[src/rtl/count_display.sv]
`default_nettype none
// ============================================================================
//  Module   : count_display
//  Brief    : Brings an asynchronous 4-bit event count into the clk domain
//             through a two-flop synchroniser with a stability filter, pulses
//             'changed' on every accepted value and drives a two-digit,
//             time-multiplexed seven-segment display (units / gap / tens / gap).
//  Config   : LEAD_ZERO_BLANK_EN - when defined, the tens digit is blanked
//             (segments off, slot timing kept) for values below 10.
//  Revision : 1.0 - initial release
// ============================================================================
module count_display #(
   parameter int SCAN_DIV = 16
) (
   input  logic       clk,
   input  logic       rst,
   input  logic [3:0] count_in,
   output logic [3:0] value,
   output logic       changed,
   output logic [6:0] seg,
   output logic [1:0] an
);

   localparam int                  c_CNT_W = (SCAN_DIV > 1) ? $clog2(SCAN_DIV) : 1;
   localparam logic [c_CNT_W-1:0]  c_LAST  = c_CNT_W'(SCAN_DIV - 1);

   typedef enum logic [1:0] {
      ST_UNITS = 2'd0,
      ST_GAP0  = 2'd1,
      ST_TENS  = 2'd2,
      ST_GAP1  = 2'd3
   } state_t;

   logic [3:0]         r_s1;
   logic [3:0]         r_s2;
   logic [3:0]         r_value;
   logic               r_changed;
   state_t             r_state;
   logic [c_CNT_W-1:0] r_cnt;
   logic               r_run;
   logic [1:0]         r_an;
   logic [6:0]         r_seg;

   logic               w_tens;
   logic [3:0]         w_units;
   logic [6:0]         w_seg_units;
   logic [6:0]         w_seg_tens;

   // Active-high segment pattern for one decimal digit (a = bit 0).
   function automatic logic [6:0] f_dec(input logic [3:0] d);
      logic [6:0] p;
      case (d)
         4'd0:    p = 7'h3F;
         4'd1:    p = 7'h06;
         4'd2:    p = 7'h5B;
         4'd3:    p = 7'h4F;
         4'd4:    p = 7'h66;
         4'd5:    p = 7'h6D;
         4'd6:    p = 7'h7D;
         4'd7:    p = 7'h07;
         4'd8:    p = 7'h7F;
         4'd9:    p = 7'h6F;
         default: p = 7'h00;
      endcase
      return p;
   endfunction

   // Two-flop synchroniser for the asynchronous count bus.
   always_ff @(posedge clk or negedge rst) begin
      if (!rst) begin
         r_s1 <= 4'd0;
         r_s2 <= 4'd0;
      end else begin
         r_s1 <= count_in;
         r_s2 <= r_s1;
      end
   end

   // Stability filter: the history stage s3 would hold s2 of the previous
   // edge, so at this edge the new s2/s3 pair is exactly r_s1/r_s2. Comparing
   // those directly accepts a value on the same edge s3 would capture it and
   // rejects any sample that did not persist for two consecutive edges.
   always_ff @(posedge clk or negedge rst) begin
      if (!rst) begin
         r_value   <= 4'd0;
         r_changed <= 1'b0;
      end else if ((r_s1 == r_s2) && (r_s1 != r_value)) begin
         r_value   <= r_s1;
         r_changed <= 1'b1;
      end else begin
         r_changed <= 1'b0;
      end
   end

   // BCD split of 0..15 and per-digit segment patterns.
   always_comb begin
      w_tens      = (r_value >= 4'd10);
      w_units     = w_tens ? (r_value - 4'd10) : r_value;
      w_seg_units = f_dec(w_units);
`ifdef LEAD_ZERO_BLANK_EN
      w_seg_tens  = w_tens ? 7'h06 : 7'h00;
`else
      w_seg_tens  = w_tens ? 7'h06 : 7'h3F;
`endif
   end

   // Scan FSM; an/seg are registered with the values of the state entered.
   // r_run holds scan_cnt at 0 on the first edge after reset so the opening
   // UNITS slot is lit for the full SCAN_DIV cycles.
   always_ff @(posedge clk or negedge rst) begin
      if (!rst) begin
         r_state <= ST_UNITS;
         r_cnt   <= '0;
         r_run   <= 1'b0;
         r_an    <= 2'b00;
         r_seg   <= 7'h00;
      end else begin
         r_run <= 1'b1;
         case (r_state)
            ST_UNITS: begin
               if (r_run && (r_cnt == c_LAST)) begin
                  r_state <= ST_GAP0;
                  r_cnt   <= '0;
                  r_an    <= 2'b00;
                  r_seg   <= 7'h00;
               end else begin
                  if (r_run) begin
                     r_cnt <= r_cnt + 1'b1;
                  end
                  r_an  <= 2'b01;
                  r_seg <= w_seg_units;
               end
            end
            ST_GAP0: begin
               r_state <= ST_TENS;
               r_cnt   <= '0;
               r_an    <= 2'b10;
               r_seg   <= w_seg_tens;
            end
            ST_TENS: begin
               if (r_cnt == c_LAST) begin
                  r_state <= ST_GAP1;
                  r_cnt   <= '0;
                  r_an    <= 2'b00;
                  r_seg   <= 7'h00;
               end else begin
                  r_cnt <= r_cnt + 1'b1;
                  r_an  <= 2'b10;
                  r_seg <= w_seg_tens;
               end
            end
            default: begin
               r_state <= ST_UNITS;
               r_cnt   <= '0;
               r_an    <= 2'b01;
               r_seg   <= w_seg_units;
            end
         endcase
      end
   end

   assign value   = r_value;
   assign changed = r_changed;
   assign seg     = r_seg;
   assign an      = r_an;

endmodule
`default_nettype wire

[config.mk]
export PLATFORM = sky130hd
export DESIGN_NAME = count_display
export DESIGN_NICKNAME = d
export VERILOG_FILES = /design/src/rtl/count_display.sv
export SDC_FILE = /design/constraint.sdc
export NUM_CORES = 1
export LEC_CHECK = 0
export ABC_AREA = 0
export BUFFER_PORTS_ARGS = -buffer_cell sky130_fd_sc_hd__buf_2
export CAP_MARGIN = 5
export CORE_UTILIZATION = 50
export CTS_CLUSTER_DIAMETER = 200
export DETAILED_ROUTE_END_ITERATION = 10
export GPL_TIMING_DRIVEN = 0
export PLACE_DENSITY = 0.78
export RECOVER_POWER = 100
export SLEW_MARGIN = 40
export SYNTH_ARGS = -nofsm -noshare
export SYNTH_HDL_FRONTEND = slang
export SYNTH_SLANG_ARGS = --single-unit
[constraint.sdc]
create_clock -name clk -period 2 [get_ports clk]
set_clock_uncertainty 0.05 [all_clocks]
set_input_delay 0.2 -clock clk [delete_from_list [all_inputs] [get_ports clk]]
set_output_delay 0.2 -clock clk [all_outputs]
set_load 0.005 [all_outputs]
[Word level (Yosys, flattened, before mapping)]
Memory sizes are Yosys's and may differ from the RTL's.
Cells that the tools add are included.
Word-level totals
  register bits after elaboration: 29
  ROM bits: 112
  bits of input ports: 6
  output and inout bits: 14
  logic and storage cells: 41
  memories: 1
Memories
  (no name shown): depth 16, width 7, read ports 1, clocked after memory_dff 0, wr ports 0, line 52  | case (d)
Cells by class
  $add $sub $neg: 2
  magnitude comparators: 1
  equal/unequal tests: 8
  mux-type cells: 16
  reduce and logical (&&, ||, !) cells: 4
Operators with widths (count)
  7-bit one-hot mux with 3 select lines: 1
  4-bit two-way mux: 4
  6-bit two-way mux: 2
  2-bit one-hot mux with 3 select lines: 2
  4-bit one-hot mux with 2 select lines: 1
  7-bit two-way mux: 1
  2-bit two-way mux: 3
  4-bit by 1-bit adder with 4-bit output, second input constant: 1
  4-bit == test: 1
  4-bit == test, second input constant: 1
  4-bit >= comparator, second input constant: 1
  2-bit != test, second input constant: 2
  4-bit != test: 1
  4-bit subtractor, second input constant: 1
  3-bit != test, second input constant: 1
  2-bit by 1-bit == test with 1-bit output, second input constant: 1
  2-bit == test, second input constant: 1
  1-bit logical AND: 2
  2-bit zero test: 1
  1-bit two-way mux: 2
  2-bit AND reduction: 1

[Depth between registers and ports, before layout]
Gate-level depths: netlist of run 1.
An unclocked memory read counts as a cell.
  word-level depth: 5
  mapped depth: 9

[Least setup slack after synthesis of run 1]
No wires, ideal clock.
  path kind: register to register
  start: register r_value[3] (netlist: value[3])
  end: register r_seg[0] (netlist: seg[0])
  setup time: 83 ps
  arrival time: 1769 ps
  slack: 98 ps
  cell stages (with the launch flop): 9
  buffers on the path: 1
  clock period less this slack: 1902 ps
  cells stage by stage: dfrtp_1 -> buf_2 -> o21ai_0 -> inv_1 -> ha_1 -> mux2_2 -> o22ai_1 -> a21oi_1 -> o21ai_0
Between the ends
  cells in the longest elaborated chain, start to end: 5
  elaborated cells on any way between the ends: 8
  classes of those cells: add/sub: 1; order compare: 1; mux: 5; memory: 1
RTL lines
  start: declaration: line 36  | logic [3:0] r_value;
  start signal: assignment: line 88  | r_value <= r_s1;
  4-bit subtractor / 4-bit >= comparator (equally long branches): line 98, 97
  4-bit two-way mux: line 98  | w_units = w_tens ? (r_value - 4'd10) : r_value;
  memory 16 x 7 bit
  7-bit two-way mux: line 121  | if (r_run && (r_cnt == c_LAST)) begin
  7-bit one-hot mux with 3 select lines (*): line 119  | case (r_state)
  end signal: assignment: line 131  | r_seg <= w_seg_units;
  end signal: assignment: line 138  | r_seg <= w_seg_tens;
  end signal: assignment: line 149  | r_seg <= w_seg_tens;
  end: declaration: line 42  | logic [6:0] r_seg;
Mark *: on every way between the ends. The rest lies on a longest branch, timed or not.
A chain may end at the register's enable or synchronous reset.

[Final worst setup path of run 1]
  start: register r_value[1] (netlist: value[1])
  end: register r_seg[3] (netlist: seg[3])
Same word-level chain as after synthesis.

==> summary.txt, run 1 <==
Global route
  – Vias in the first global route: 1086
  – GRT overflow: 0
  – First-pass GRT wire length: 4.50 mm
  – Antenna violations before repair: 0
  – Pin count of the biggest net entering global routing: 30
  – GRT Total Usage: 18.7%

Critical path
  – WP data required: 2.18 ns
  – Setup Crit Path Kind: flop to flop
  – Worst path max stage delay: 0.40 ns
  – Cell Chain, Critical Path: buf_4 > nand3b_1 > o21ai_4 > inv_1 > ha_1 > mux2_2 > o22ai_2 > a21oi_1 > o21ai_1
  – Setup crit end kind: flop
  – Worst setup SP type: flop
  – Critical Path AT: 2.12 ns
  – Crit-path max FO: 10
  – Crit-path slowest cell: dfrtp_1

Synthesis
  – Synth unique cells: 39
  – Syn_area_per_cell: 10.5 sq um
  – Seq cells post-synth: 29
  – Post-Synth XOR/XNOR Area: 5.32%
  – Area share of fa/ha/maj cells after synthesis: 9.28%
  – Synth Area in Compound Gates: 16.8%
  – Yosys warning count: 0
  – Post-synthesis mux area share: 2.53%
  – Synth async-reset ratio: 100%
  – Post-Syn Area: 1480 sq um
  – Synthesized net count: 158
  – Main combinational cell family by area after synthesis: compound AO/OA/AOI/OAI gates
  – Post-synthesis simple-gate area fraction: 11.8%
  – Mapped Cells: 141
  – Top FF cell, synth: dfrtp_1
  – Number of synthesized flops with an enable pin: 0
  – Seq/Total Area, Yosys: 48.9%

Final layout
  – Share of cells above drive strength 1: 22.0%
  – Diode count: 0
  – P&R area growth vs syn: 17.7%
  – Fin area: 1750 sq um
  – Final Util: 62.8%
  – Most common cell after layout, fill and taps aside: dfrtp_1
  – NumNets Final: 189
  – Most frequent cells in the layout: dfrtp_1, buf_2, o21ai_0

STA
  – Worst-Margin Slew: 0.678 ns
  – Total Neg Setup Slack: 0 ns
  – Setup Viol. Count Final: 0
  – RSZ-0062 raised after global routing: yes
  – Final min period: 1.93 ns
  – Worst slew margin: 54.4%
  – Final-report hold violation count: 0
  – Setup ws final: 0.0661 ns
  – Slew Limit Fails: 0
  – Fin crit share: 96.7%
  – Peak Freq: 517 MHz

Clock network
  – Clk root buf: clkbuf_4
  – Clock Sinks: 29
  – CTS Buffer Depth: 2
  – CTS H-tree depth: 2
  – TritonCTS clock tree: done
  – Clock Latency Late Sink: 0.32 ns
  – CTS buffer count: 5
  – Worst-path clk slew: 0.09 ns
  – Post-CTS Setup Inserts: 0

Power
  – Combinational Power Share: 48.7%
  – Max VDD drop: 920 uV
  – Switching Share: 39.6%
  – Leak Pwr: 0.825 nW
  – Overall Power: 0.00250 W
  – Flop pwr share: 35.4%
  – Part of the power in the clock network: 15.9%
  – Internal: 0.00151 W
  – Switch Pwr: 0.000989 W
  – Pwr dens: 1430 nW/um^2

Placement
  – Post-Place Setup Slack: -0.228 ns
  – Port buffer count: 19
  – Cell Area, Placed: 1620 sq um
  – Dpl hpwl: 1.92 mm
  – RePlAce Congestion: 0.853

Drt
  – Number of remaining DRC errors: 0
  – WL final: 2.70 mm
  – ANT nets after route: 0
  – DR vias: 1141
  – Avg WL per Cell: 13.3 um
  – Iteration count of the initial detailed-routing pass: 4
  – DR iter-0 viols: 34
  – Vias per cell: 5.59

Floorplanning
  – Initial core utilization: 53.3%
  – DIE HEIGHT: 56.5 um
  – Num ports: 20
  – Core Area: 2780 sq um
  – Site row count: 19
  – Width of the die: 56.5 um
  – Die ar.: 3190 sq um

Run
  – Max Cap Viol: 0

Outcome
  – Status: complete, no violations

Worst hold path
  – Hold crit path type: input pin to asynchronous set/reset pin
==> final cells by class <==
type | instances | area [sq um]
Buffer | 5 | 35.0
Clock buffer | 7 | 65.1
Clock inverter | 1 | 5.00
Fill cell | 236 | 1040
Inverter | 11 | 41.3
Multi-Input combinational cell | 96 | 691
Sequential cell | 29 | 727
Tap cell | 31 | 38.8
Timing Repair Buffer | 24 | 143
==> through the flow <==
stage	std cells	hold WS [ns]
floorplan	141	-0.146
global placement	191	0.196
finish	204	0.384
global route	204	0.445
CTS	204	0.386
detailed placement	191	0.202
==> synth_stat cells (2+ instances only) <==
library cell	n	area [sq um]
a21oi_1	12	60.1
a32o_1	2	20.0
and2_1	2	12.5
and3_1	4	25.0
buf_2	2	10.0
dfrtp_1	29	726
ha_1	11	138
inv_1	11	41.3
mux2_2	2	22.5
nand2_1	9	33.8
nand3_1	3	15.0
nor2_1	4	15.0
nor2b_1	2	12.5
o21ai_0	16	80.1
xor2_1	8	70.1
==> registers in the layout, summed over array words and instances (netlist names) <==
signal	count
r_cnt	4
an	2
r_s1	4
r_s2	4
r_state	2
changed	1
value	4
r_run	1
seg	7
==> path summary, 6_finish.rpt <==
kind,from,end,slack [ns],depth (start not counted)
setup / recovery,value[1]$_DFFE_PN0P_,seg[3]$_DFF_PN0_,0.07,9
hold / removal,rst,seg[5]$_DFF_PN0_,0.38,2
setup reg to reg,value[1]$_DFFE_PN0P_,seg[3]$_DFF_PN0_,0.07,9
hold reg to reg,r_s1[0]$_DFF_PN0_,r_s2[0]$_DFF_PN0_,0.42,0
max in group asynchronous,rst,value[3]$_DFFE_PN0P_,1.05,2
min in group clk,r_s1[0]$_DFF_PN0_,r_s2[0]$_DFF_PN0_,0.42,0
==> power by group through the flow <==
stage | logic (W) | registers (W) | clock network (W)
6_report | 0.00122 | 0.000883 | 0.000398
5_1_grt | 0.00136 | 0.000904 | 0.000438
4_1_cts | 0.00119 | 0.000883 | 0.000412
3_5_place_dp | 0.00115 | 0.000894 | 0
3_3_place_gp | 0.00110 | 0.000882 | 0
2_1_floorplan | 0.000818 | 0.000894 | 0
==> timing repair <==
item | in CTS | in global routing
endpoints found under the setup margin | 2 | 3
gates resized for setup | 4 | 4
endpoints found under the hold margin | 33 | 0
hold buffers | 5 | 0
==> routing by layer <==
| layer | GRT usage [%] | vias up | routed length, um |
|---|---|---|---|
| met1 | 19.8 | 545 | 1150 |
| met4 | 8.01 | 0 | 51 |
| li1 | - | 552 | - |
| met2 | 33.4 | 38 | 1370 |
| met5 | 0 | - | 0 |
| met3 | 6.22 | 6 | 132 |
==> cell families (layout without fill, tap and decap cells) <==
family | count (synthesis) | count (layout)
adder cells (fa/ha/maj) | 11 | 11
multiplexers | 3 | 3
other | 1 | 1
flip-flops | 29 | 29
AND/OR/NAND/NOR | 31 | 31
buffers and inverters | 16 | 48
AO/OA/AOI/OAI | 41 | 41
XOR/XNOR | 9 | 9
==> critical path: cells and delay by family (launching register included) <==
kind	cells	cell delay (ns)
compound gates	4	0.46
fa+ha+maj	1	0.20
buf+inv	2	0.27
flops	1	0.40
mux	1	0.27
simple gates	1	0.20
No activity file was read; power rests on OpenSTA's default activity.
==> run 2: changes to the inputs <==
Settings changed: ABC_AREA 0 to 1.
==> run 2 against run 1 <==
  * Worst hold slack gained 0.013 ns
  * Utilization shrank 1.9 points
  * Die area shrank 1.4%
  * Fmax grew 10%
  * Worst setup slack gained 0.18 ns
  * Non-clock buffer count shrank 4
  * Count of clock-buffer cells in the layout shrank 1
  * Sequential share of layout area grew 1.6 points
  * Combinational power is essentially flat
  * Synthesized cell count grew 17%
  * Critical path type unchanged
  * Highest routed layer unchanged
==> summary.txt, run 2 <==
Clock network
  – CTS buffer count: 5
  – TritonCTS clock tree: done
  – CTS H-tree depth: 2
  – Worst-path clk slew: 0.09 ns
  – Clock Sinks: 29
  – Clock Latency Late Sink: 0.31 ns
  – Post-cts sizing count: 0
  – CTS Buffer Depth: 2
  – Post-CTS Setup Inserts: 0
  – Hold buffer count at cts: 5
  – Clk root buf: clkbuf_4

Synthesis
  – Top-count cell post-synth: nand2_1
  – Ranking of synthesized cells by area: dfrtp_1, nand2_1, ha_1, inv_1, nand3_1
  – Syn_area_per_cell: 8.86 sq um
  – Top cell type's share of synthesized area: 49.7%
  – Synth unique cells: 25
  – Most frequent cells after synthesis: nand2_1, dfrtp_1, inv_1
  – Synth async-reset ratio: 100%
  – Number of synthesized flops with an enable pin: 0
  – Mapped Cells: 165
  – Seq/Total Area, Yosys: 49.7%
  – Synthesized net count: 182
  – Yosys warning count: 0
  – Post-Syn Area: 1460 sq um
  – Area leader, netlist: dfrtp_1
  – Seq cells post-synth: 29
  – Top FF cell, synth: dfrtp_1

Placement
  – RePlAce Congestion: 0.846
  – Dpl hpwl: 1.93 mm
  – Cell Area, Placed: 1600 sq um
  – Port buffer count: 19

Drt
  – DR iter-0 viols: 21
  – ANT nets after route: 0
  – Number of remaining DRC errors: 0
  – Avg WL per Cell: 11.1 um
  – Vias per cell: 4.89
  – WL final: 2.52 mm
  – DR vias: 1114
  – Iteration count of the initial detailed-routing pass: 6

Outcome
  – Status: complete, no violations

Critical path
  – Critical Path End: seg[2]$_DFF_PN0_
  – WP data required: 2.15 ns
  – Crit-path slowest cell: dfrtp_1
  – Critical R2R Launch: value[1]$_DFFE_PN0P_
  – Critical Path AT: 1.91 ns
  – R2R Setup Slk: 0.25 ns
  – Setup crit end kind: flop
  – Crit-path max FO: 6
  – Worst R2R End: seg[2]$_DFF_PN0_
  – Top Family by Delay on Critical Path: simple AND/OR/NAND/NOR gates
  – Cell Chain, Critical Path: inv_1 > ha_1 > nand2_1 > nand2_1 > nand2_1 > nand2_1 > nand2_1 > inv_1 > nand2_1 > nand2_1
  – Worst setup SP type: flop
  – Setup Crit Path Kind: flop to flop
  – Worst Reg-to-Reg Cells: 10
  – Worst path max stage delay: 0.46 ns
  – Cell repeated most along the worst path: nand2_1
  – Worst setup startpoint: value[1]$_DFFE_PN0P_
  – Crit. path cell count: 10
  – CP Buf/Inv Count: 2

Floorplanning
  – Initial core utilization: 53.0%
  – Die ar.: 3140 sq um
  – Width of the die: 56.1 um
  – Num ports: 20
  – DIE HEIGHT: 56.1 um
  – Core Area: 2760 sq um
  – Site row count: 19

Final layout
  – Final Util: 60.9%
  – Max reg flops: 7
  – NumNets Final: 213
  – Reg area: 726 sq um
  – Fin area: 1680 sq um
  – Most common cell after layout, fill and taps aside: nand2_1
  – Diode count: 0
  – Share of cells above drive strength 1: 16.2%
  – Area of the multi-input gates: 624 sq um
  – Fill cells: 244
  – Most frequent cells in the layout: nand2_1, dfrtp_1, inv_1
  – P&R area growth vs syn: 14.9%

STA
  – Final-report hold violation count: 0
  – Total Neg Setup Slack: 0 ns
  – Slew Limit Fails: 0
  – Worst slew margin: 54.1%
  – Fin crit share: 87.7%
  – Peak Freq: 570 MHz
  – RSZ-0062 raised after global routing: no
  – Final min period: 1.75 ns
  – Worst-Margin Slew: 0.689 ns
  – Hold_ws: 0.398 ns
  – Setup Viol. Count Final: 0

Global route
  – Vias in the first global route: 1053
  – Pin count of the biggest net entering global routing: 30
  – Antenna violations before repair: 0
  – GRT overflow: 0
  – GRT Total Usage: 18.0%
  – First-pass GRT wire length: 4.33 mm

Power
  – Max VDD drop: 930 uV
  – Pwr dens: 1460 nW/um^2
  – Leak Pwr: 0.928 nW
  – Overall Power: 0.00244 W

Run
  – Max Cap Viol: 0

Worst hold path
  – Hold crit path type: input pin to asynchronous set/reset pin
==> run 2: cell types whose count changed in the layout (fill, tap and decap cells not counted), moves of 3 or more <==
cell and change:
a21oi_1 -10, and3_1 -3, inv_1 +7, inv_2 +3
nand2_1 +43, nand3_1 +10, nor2_1 +3, o21ai_0 -7
xnor2_1 +3, xor2_1 -4
==> run 2: cells by family after synthesis <==
kind of cell,share of synthesized area (%)
AOI/OAI and AO/OA,5.22
and+or+nand+nor,24.0
other,0.257
adders and majority gates,9.42
buffers and inverters,6.68
DFF,49.7
xor gates and xnor gates,4.79
==> run 2: worst min-delay path by stage <==
stage / start / end / slack (ns)
after CTS: rst / seg[6]$_DFF_PN0_ / 0.40
after detailed placement: rst / seg[6]$_DFF_PN0_ / 0.21
after global placement: rst / seg[6]$_DFF_PN0_ / 0.20
after floorplan: rst / an[0]$_DFF_PN0_ / -0.15
after global routing: r_s1[0]$_DFF_PN0_ / r_s2[0]$_DFF_PN0_ / 0.45
final: rst / value[3]$_DFFE_PN0P_ / 0.40
==> run 2: routing by layer <==
| metal | up-vias | GRT usage [%] | share of wire [%] |
|---|---|---|---|
| met5 | - | 0 | 0 |
| met4 | 0 | 6.27 | 1.7 |
| met3 | 7 | 5.58 | 3.7 |
| met2 | 19 | 34.2 | 53 |
| met1 | 514 | 18.3 | 42 |
| li1 | 574 | - | - |
==> run 2: cell type report <==
cell class,count,area share (%)
well taps,31,2.31
plain buffers,1,0.671
repair buffers,24,8.42
multi-input cells,112,37.2
clock inverters,2,0.596
clock buffers,6,2.46
flip-flops and latches,29,43.2
inverters,23,5.14
==> run 2: where the power goes <==
| group | leakage (nW) | switching (W) | internal, W |
|---|---|---|---|
| sequential | 0.353 | 0.000122 | 0.000775 |
| combinational | 0.543 | 0.000759 | 0.000464 |
| clock | 0.0320 | 0.000192 | 0.000134 |
==> run 2: stage by stage <==
step	setup WS, ns	cells
after global placement	0.384	215
final	0.246	228
after global routing	0.0638	228
after floorplan	0.464	165
after detailed placement	0.309	215
after CTS	0.295	228
==> run 3: changes to the inputs <==
Settings changed: PLACE_DENSITY 0.78 to 0.8.
==> run 3 against run 2 <==
  * Cell area rose by 0.15%
  * Utilization increased by 0.091 points
  * Non-clock buffer count is the same
  * Worst setup slack better by 0.033 ns
  * Critical path depth unchanged
  * Sequential share of layout area is 0.064 points lower
  * Routed wire length decreased by 9.0%
  * Count of clock-buffer cells in the layout stayed put
  * Sequential cell count is the same
  * Total power shrank 0.95%
  * Critical endpoint unchanged
  * Largest cell class unchanged
==> summary.txt, run 3 (same netlist as run 2, synthesis figures left out) <==
Clock network
  – Worst-path clk slew: 0.09 ns
  – CTS buffer count: 5
  – CTS H-tree depth: 2
  – CTS Buffer Depth: 2
  – Post-CTS Setup Inserts: 0
  – Clock Sinks: 29
  – Clk root buf: clkbuf_4
  – TritonCTS clock tree: done
  – Clock Latency Late Sink: 0.32 ns

Floorplanning
  – Site row count: 19
  – Die ar.: 3140 sq um
  – Width of the die: 56.1 um
  – Initial core utilization: 53.0%
  – Num ports: 20
  – Core Area: 2760 sq um
  – DIE HEIGHT: 56.1 um

STA
  – Total Neg Setup Slack: 0 ns
  – RSZ-0062 raised after global routing: no
  – Worst-Margin Slew: 0.683 ns
  – Slew Limit Fails: 0
  – Fin crit share: 86.1%
  – Final-report hold violation count: 0
  – Setup Viol. Count Final: 0
  – Worst slew margin: 54.5%
  – Hold_ws: 0.395 ns
  – Final min period: 1.72 ns
  – Peak Freq: 581 MHz

Final layout
  – P&R area growth vs syn: 15.1%
  – Share of cells above drive strength 1: 16.2%
  – NumNets Final: 213
  – Fill cells: 227
  – Max reg flops: 7
  – Most common cell after layout, fill and taps aside: nand2_1
  – Diode count: 0
  – Most frequent cells in the layout: nand2_1, dfrtp_1, inv_1

Drt
  – Avg WL per Cell: 10.1 um
  – Vias per cell: 4.89
  – DR iter-0 viols: 14
  – ANT nets after route: 0
  – Iteration count of the initial detailed-routing pass: 5
  – DR vias: 1116
  – Number of remaining DRC errors: 0
  – WL final: 2.29 mm

Placement
  – Port buffer count: 19
  – Dpl hpwl: 1.71 mm
  – RePlAce Congestion: 0.825

Power
  – Overall Power: 0.00242 W
  – Pwr dens: 1440 nW/um^2
  – Max VDD drop: 979 uV
  – Leak Pwr: 0.933 nW

Global route
  – Pin count of the biggest net entering global routing: 30
  – GRT overflow: 0
  – Antenna violations before repair: 0
  – Vias in the first global route: 1059
  – GRT Total Usage: 17.4%
  – First-pass GRT wire length: 4.21 mm

Critical path
  – Setup crit end kind: flop
  – Setup Crit Path Kind: flop to flop
  – Crit-path max FO: 6
  – Critical Path AT: 1.88 ns
  – WP data required: 2.15 ns
  – Worst setup SP type: flop

Worst hold path
  – Hold crit path type: input pin to asynchronous set/reset pin

Outcome
  – Status: complete, no violations

Run
  – Max Cap Viol: 0
## run 3: cell counts in the layout (fill, tap and decap cells not counted)
No cell type changed its count.
## run 3: cell type report
class                   instances  area [sq um]  area share, %
clock buffers                   6          41.3           2.46
repair buffers                 24           141           8.41
inverters                      23          86.3           5.13
flip-flops and latches         29           726           43.2
clock inverters                 2          10.0          0.595
well taps                      31          38.8           2.31
multi-input cells             112           627           37.3
plain buffers                   1          11.3          0.670
## run 3: power by group
part	internal [W]	switching (W)	total, W
combinational	0.000462	0.000735	0.00120
sequential	0.000774	0.000124	0.000898
clock	0.000134	0.000192	0.000326
## run 3: through the flow
stage / instances / util [%] / setup slack (ns) / instance area [sq um]
finish: 228 / 61.0 / 0.279 / 1680
global route: 228 / 61.0 / 0.0920 / 1680
CTS: 228 / 61.5 / 0.327 / 1700
detailed placement: 215 / 57.8 / 0.346 / 1600
global placement: 215 / 57.8 / 0.382 / 1600
floorplan: 165 / - / 0.464 / 1460
## run 3: worst paths after layout
check                                          start                end  slack, ns  depth (start not counted)
min in group clk                   r_s1[2]$_DFF_PN0_  r_s2[2]$_DFF_PN0_       0.42                          0
worst min register to register     r_s1[2]$_DFF_PN0_  r_s2[2]$_DFF_PN0_       0.42                          0
worst max register to register  value[1]$_DFFE_PN0P_   seg[2]$_DFF_PN0_       0.28                         10
worst min-delay path                             rst  changed$_DFF_PN0_       0.40                          2
worst max-delay path            value[1]$_DFFE_PN0P_   seg[2]$_DFF_PN0_       0.28                         10
max in group asynchronous                        rst    r_run$_DFF_PN0_       1.06                          2
## run 3: what timing repair did
| action | 4_1_cts | 5_1_grt |
|---|---|---|
| gates resized for setup | 0 | 0 |
| hold buffers | 5 | 0 |
| hold endpoints to repair | 33 | 0 |
## run 3: metal layers
layer / track usage (%) / up-vias / share of wire [%]
li1: - / 574 / -
met1: 19.9 / 500 / 43
met2: 30.3 / 33 / 49
met3: 5.58 / 9 / 5.0
met4: 6.62 / 0 / 2.2
met5: 0 / - / 0
## run 3: worst max-delay path, stage by stage (launching register included)
cell and delay, ns:
dfrtp_1 0.48, inv_1 0.10, ha_1 0.30, nand2_1 0.12, nand2_1 0.15, nand2_2 0.12, inv_1 0.07, nand2_4 0.07
nand2_1 0.05, nand2_1 0.06, nand2_1 0.04
